[src/rtl/lucky_ring_pkg.sv]
// Shared helpers for the lucky ring puzzle: adjacency rule and solved check.
package lucky_ring_pkg;

  // Upper bound on ring size for the flattened board used by identity_board.
  localparam int MAX_CELLS = 64;
  localparam int MAX_IDX_W = 6;
  localparam int FLAT_W    = MAX_CELLS * MAX_IDX_W;

  // Adjacency between two cell indices. Plain integer compares, so a
  // neighbour across the N-1/0 seam only counts when wrap is enabled.
  function automatic bit is_adjacent(
    input int f,
    input int t,
    input int n,
    input bit wrap,
    input bit chord
  );
    bit adj;
    adj = 1'b0;
    if ((f == t + 1) || (t == f + 1)) begin
      adj = 1'b1;
    end
    if (wrap && (((f == n - 1) && (t == 0)) || ((f == 0) && (t == n - 1)))) begin
      adj = 1'b1;
    end
    if (chord && (((f == 0) && (t == n / 2)) || ((f == n / 2) && (t == 0)))) begin
      adj = 1'b1;
    end
    return adj;
  endfunction

  // True when every one of the first n cells holds its own index.
  // Cells are packed MAX_IDX_W bits apiece, cell 0 in the low slot.
  function automatic bit identity_board(
    input logic [FLAT_W-1:0] flat,
    input int                n
  );
    bit ok;
    ok = 1'b1;
    for (int i = 0; i < MAX_CELLS; i++) begin
      if (i < n) begin
        if (flat[i*MAX_IDX_W +: MAX_IDX_W] != MAX_IDX_W'(i)) begin
          ok = 1'b0;
        end
      end
    end
    return ok;
  endfunction

endpackage

[src/rtl/lucky_ring_puzzle_adj.sv]
// Move validity: destination must be the blank and the two cells adjacent.
module lucky_ring_puzzle_adj
  import lucky_ring_pkg::*;
#(
  parameter int N     = 8,
  parameter int WRAP  = 0,
  parameter int CHORD = 1,
  localparam int W    = $clog2(N)
) (
  input  logic [W-1:0] i_freg,
  input  logic [W-1:0] i_treg,
  input  logic [W-1:0] i_blank,
  output logic         o_valid
);

  logic w_to_blank;
  logic w_adjacent;

  // Board contents are never consulted; only indices and the blank pointer.
  always_comb begin
    w_to_blank = (i_treg == i_blank);
    w_adjacent = is_adjacent(32'(i_freg), 32'(i_treg), N, (WRAP != 0), (CHORD != 0));
    o_valid    = w_to_blank && w_adjacent;
  end

endmodule

[src/rtl/lucky_ring_puzzle.sv]
// N-cell sliding-tile ring. Tile 0 is the blank; a move slides the tile at
// `from` into the blank at `to`. Requests are latched one edge and applied
// on the next, so each request sees the board left by the previous edge.
module lucky_ring_puzzle
  import lucky_ring_pkg::*;
#(
  parameter int N     = 8,
  parameter int WRAP  = 0,
  parameter int CHORD = 1,
  parameter int CW    = 8,
  localparam int W    = $clog2(N)
) (
  input  logic          clock,
  input  logic          reset,
  input  logic [W-1:0]  from,
  input  logic [W-1:0]  to,
  output logic [W-1:0]  blank,
  output logic [CW-1:0] moves,
  output logic          applied,
  output logic          solved,
  output logic          permutation
);

  logic [W-1:0]  r_board [N];
  logic [W-1:0]  r_freg;
  logic [W-1:0]  r_treg;
  logic [W-1:0]  r_blank;
  logic [CW-1:0] r_moves;
  logic          r_applied;

  logic              w_valid;
  logic              w_perm;
  logic [FLAT_W-1:0] w_flat;

  lucky_ring_puzzle_adj #(
    .N     (N),
    .WRAP  (WRAP),
    .CHORD (CHORD)
  ) u_adj (
    .i_freg  (r_freg),
    .i_treg  (r_treg),
    .i_blank (r_blank),
    .o_valid (w_valid)
  );

  // Request latch: sampled every edge, cleared by reset.
  always_ff @(posedge clock) begin
    if (reset) begin
      r_freg <= '0;
      r_treg <= '0;
    end else begin
      r_freg <= from;
      r_treg <= to;
    end
  end

  // Board storage: reset to identity, otherwise slide one tile into the blank.
  always_ff @(posedge clock) begin
    if (reset) begin
      for (int i = 0; i < N; i++) begin
        r_board[i] <= W'(i);
      end
    end else if (w_valid) begin
      r_board[r_treg] <= r_board[r_freg];
      r_board[r_freg] <= '0;
    end
  end

  // Blank pointer follows the vacated cell so it always indexes the 0 tile.
  always_ff @(posedge clock) begin
    if (reset) begin
      r_blank <= '0;
    end else if (w_valid) begin
      r_blank <= r_freg;
    end
  end

  // Saturating move counter and one-cycle applied pulse.
  always_ff @(posedge clock) begin
    if (reset) begin
      r_moves   <= '0;
      r_applied <= 1'b0;
    end else begin
      r_applied <= w_valid;
      if (w_valid && (r_moves != {CW{1'b1}})) begin
        r_moves <= r_moves + 1'b1;
      end
    end
  end

  // Pack the board into the fixed-width slot layout the solved check expects.
  always_comb begin
    w_flat = '0;
    for (int i = 0; i < N; i++) begin
      w_flat[i*MAX_IDX_W +: MAX_IDX_W] = MAX_IDX_W'(r_board[i]);
    end
  end

  // Permutation check: no two cells may hold the same tile.
  always_comb begin
    w_perm = 1'b1;
    for (int i = 0; i < N; i++) begin
      for (int j = i + 1; j < N; j++) begin
        if (r_board[i] == r_board[j]) begin
          w_perm = 1'b0;
        end
      end
    end
  end

  // Output drive.
  always_comb begin
    blank       = r_blank;
    moves       = r_moves;
    applied     = r_applied;
    solved      = identity_board(w_flat, N);
    permutation = w_perm;
  end

endmodule

[config.mk]
export PLATFORM = sky130hd
export DESIGN_NAME = lucky_ring_puzzle
export DESIGN_NICKNAME = d
export VERILOG_FILES = /design/src/rtl/lucky_ring_pkg.sv /design/src/rtl/lucky_ring_puzzle_adj.sv /design/src/rtl/lucky_ring_puzzle.sv
export SDC_FILE = /design/constraint.sdc
export NUM_CORES = 1
export LEC_CHECK = 0
export ABC_AREA = 0
export CELL_PAD_IN_SITES_DETAIL_PLACEMENT = 1
export CELL_PAD_IN_SITES_GLOBAL_PLACEMENT = 1
export CORE_MARGIN = 10
export CORE_UTILIZATION = 45
export CTS_CLUSTER_DIAMETER = 40
export DETAILED_ROUTE_END_ITERATION = 10
export PLACE_DENSITY = 0.76
export SYNTH_ARGS = -nofsm -noshare
export SYNTH_HDL_FRONTEND = slang
export SYNTH_SLANG_ARGS = --single-unit
export TNS_END_PERCENT = 10
[constraint.sdc]
create_clock -name clock -period 3.15 [get_ports clock]
set_input_delay 0.63 -clock clock [delete_from_list [all_inputs] [get_ports clock]]
set_output_delay 0.63 -clock clock [all_outputs]
set_load 0.01 [all_outputs]
==> out/results.tsv <==
metric	value	unit
status	complete, no violations	
syn_area	3410	µm²
syn-num-nets	432	
hold_class	reg2reg	
cts_tree	done	
viasPerCell	5.98	
fin_nets	456	
drtAntennaViolNets	0	
cp_data_arrival_time	2.32	ns
p_per_area	317	nW/µm²
gp_congestion	0.980	
worst_slack	0.200	ns
cts_setup_buffers	0	
fin_area	3990	µm²
power_frac_seq	45.2	%
clock_power_share	35.0	%
cts-htree-levels	2	
die_y	107	µm
area_growth	17.0	%
avgSynthCellArea	8.14	µm²
synth_cell_types	52	
criticalPathCategory	reg2out	
ys.flop_type	dfxtp_1	
endpoint_kind	output port	
synth_area_leaders	dfxtp_1 25%, xor2_1 14%, xnor2_1 8.0%	
dp_hpwl	8170	µm
ctsHoldBuffers	0	
cts.root.buffer_cell	clkbuf_8	
vias	3242	
initial_core_util	46.5	%
wl_met2	5330	µm
antenna_found_initial	0	
dpl_cell_area	3850	µm²
final.setup_skew	0.00724	ns
grt_pass1_wl	18400	µm
grtUsageTotal	19.6	%
peakVddDrop	196	µV
stdcell_count	542	
wl_met3	401	µm
hold_viol_final	0	
wirelength	10900	µm
clk_pin_slew	0.08	ns
slew_headroom	57.7	%
p_sw	361	µW
std_cell_rows	31	
drt_iter0_markers	139	
drc	0	
grt_pass1_vias	3438	
grt_overflow	0	
power_frac_comb	19.8	%
cp_data_required_time	2.52	ns
cp_max_fo	7	
setup-tns-final	0	ns
drive_above_1_share	19.2	%
setup_viol	0	
async_flop_share	0	%
die-area	11500	µm²
post-synth-top-count-cell	xor2_1	
ys_top_cells_by_count	56 x xor2_1, 42 x dfxtp_1, 32 x clkbuf_1	
cp-start-kind	register	
core	7330	µm²
r2r_start	r_freg[0]	
p_int	904	µW
first_pass_iters	4	
synthCells	419	
port_buffers	21	
routed.top_layer	met4	
worst_slew_pin_slew	0.630	ns
synth_area_leader_cell	dfxtp_1	
place_inst	535	
grt_max_degree	23	
num_antenna_cells	0	
yosysSeqAreaShare	24.6	%
synth_seq_cells	42	
p_leak	1.52	nW
preCtsSetupSlack	-0.0483	ns
crit_path_start	r_board[4][0]	
cts_buffers	5	
rsz0062_at_grt	no	
netlist.area_leader.share	24.6	%
finalCritPeriodShare	93.6	%
synth_edf_count	0	
switching_share	28.5	%
numClockSinks	42	
met1_length	4750	µm
cap_violations	0	
cts_buffer_depth	2	
fin_crit	2.95	ns
fmax	339	MHz
routedWlPerCell	20.0	µm
design_power_total	1.26	mW
worstHoldStart	moves[7]	
report.final.slew_viol_count	0	
die_w	107	µm
io_pins	22	
yosysWarnings	0	
insertion_delay	0.30	ns
-- power groups by stage --
| stage | logic (mW) | registers, mW | clock network (mW) |
|---|---|---|---|
| final | 0.250 | 0.572 | 0.443 |
| after global routing | 0.279 | 0.574 | 0.478 |
| after CTS | 0.253 | 0.571 | 0.451 |
| after detailed placement | 0.253 | 0.583 | 0 |
| after global placement | 0.247 | 0.583 | 0 |
| after floorplan | 0.178 | 0.566 | 0 |
-- registers in the layout, summed over array words and instances, names as in the netlist --
| register | flops |
|---|---|
| r_board | 24 |
| r_treg | 3 |
| r_freg | 3 |
| blank | 3 |
| moves | 8 |
| applied | 1 |
-- cells by family (layout without fill, tap and decap cells) --
group	after synthesis	count (layout)	synth area share [%]
adder cells (fa/ha/maj)	5	5	1.83
multiplexers	24	24	8.14
AO/OA/AOI/OAI	76	76	15.8
AND/OR/NAND/NOR	134	134	20.8
flip-flops	42	42	24.6
XOR/XNOR	88	88	22.8
buffers and inverters	50	74	6.05
-- worst paths after layout --
| check | end | slack (ns) | cells after the start |
|---|---|---|---|
| worst min-delay path | moves[7] | 0.50 | 2 |
| worst min register to register | moves[7] | 0.50 | 2 |
| worst max register to register | moves[6] | 0.49 | 9 |
| worst max-delay path | permutation | 0.20 | 7 |
-- cell type report --
type | instances | area, µm²
flip-flops and latches | 42 | 865
inverters | 10 | 37.5
fillers | 881 | 3340
clock buffers | 6 | 82.6
repair buffers | 57 | 482
multi-input cells | 327 | 2370
clock inverters | 1 | 30.0
well taps | 99 | 124
-- per-layer routing --
| metal | track usage [%] | vias up |
|---|---|---|
| li1 | - | 1537 |
| met1 | 23.4 | 1603 |
| met2 | 34.1 | 75 |
| met3 | 3.17 | 27 |
| met4 | 8.12 | 0 |
| met5 | 0 | - |
-- what timing repair did --
item,4_1_cts,5_1_grt
setup endpoints to repair,2,3
cloned,0,0
gates resized for setup,18,5
-- cells in the final DEF, fill, tap and decap left out, drive strengths merged, types with 2 or more instances in the layout --
cell type      netlist  routed
clkbuf              32       6
nor2b               11      11
nand4                3       3
nand3               16      16
o211ai               2       2
a311oi               2       2
mux4                 2       2
o311ai               8       8
nor3                26      26
buf                  8      36
clkdlybuf4s50        0      19
xnor2               32      32
o31ai                3       3
ha                   5       5
o21ai               11      11
xor2                56      56
a221oi               4       4
mux2                10      10
nand3b               3       3
a21oi               16      16
o31a                 2       2
a31oi               15      15
a22oi                2       2
o221ai               2       2
or2                  4       4
dfxtp               42      42
or3                  4       4
nor2                32      32
nor4b                3       3
nor4                 6       6
nand2               12      12
and2                 2       2
mux2i               12      12
inv                 10      10
nand2b               2       2
or4                  7       7
-- critical path, stage by stage, from the launching register on --
cell,delay [ns]
dfxtp_1,0.57
buf_4,0.22
xor2_1,0.15
nor3_1,0.07
a31oi_1,0.16
nand3_1,0.12
a2111oi_1,0.40
dlygate4sd2_1,0.33
-- per-stage QoR --
step	util [%]	hold WS, ns
after floorplan	-	0.508
after global placement	52.5	0.489
after global routing	54.5	0.567
final	54.5	0.504
after CTS	54.3	0.509
after detailed placement	52.5	0.497
(Power assumes the default switching activity.)
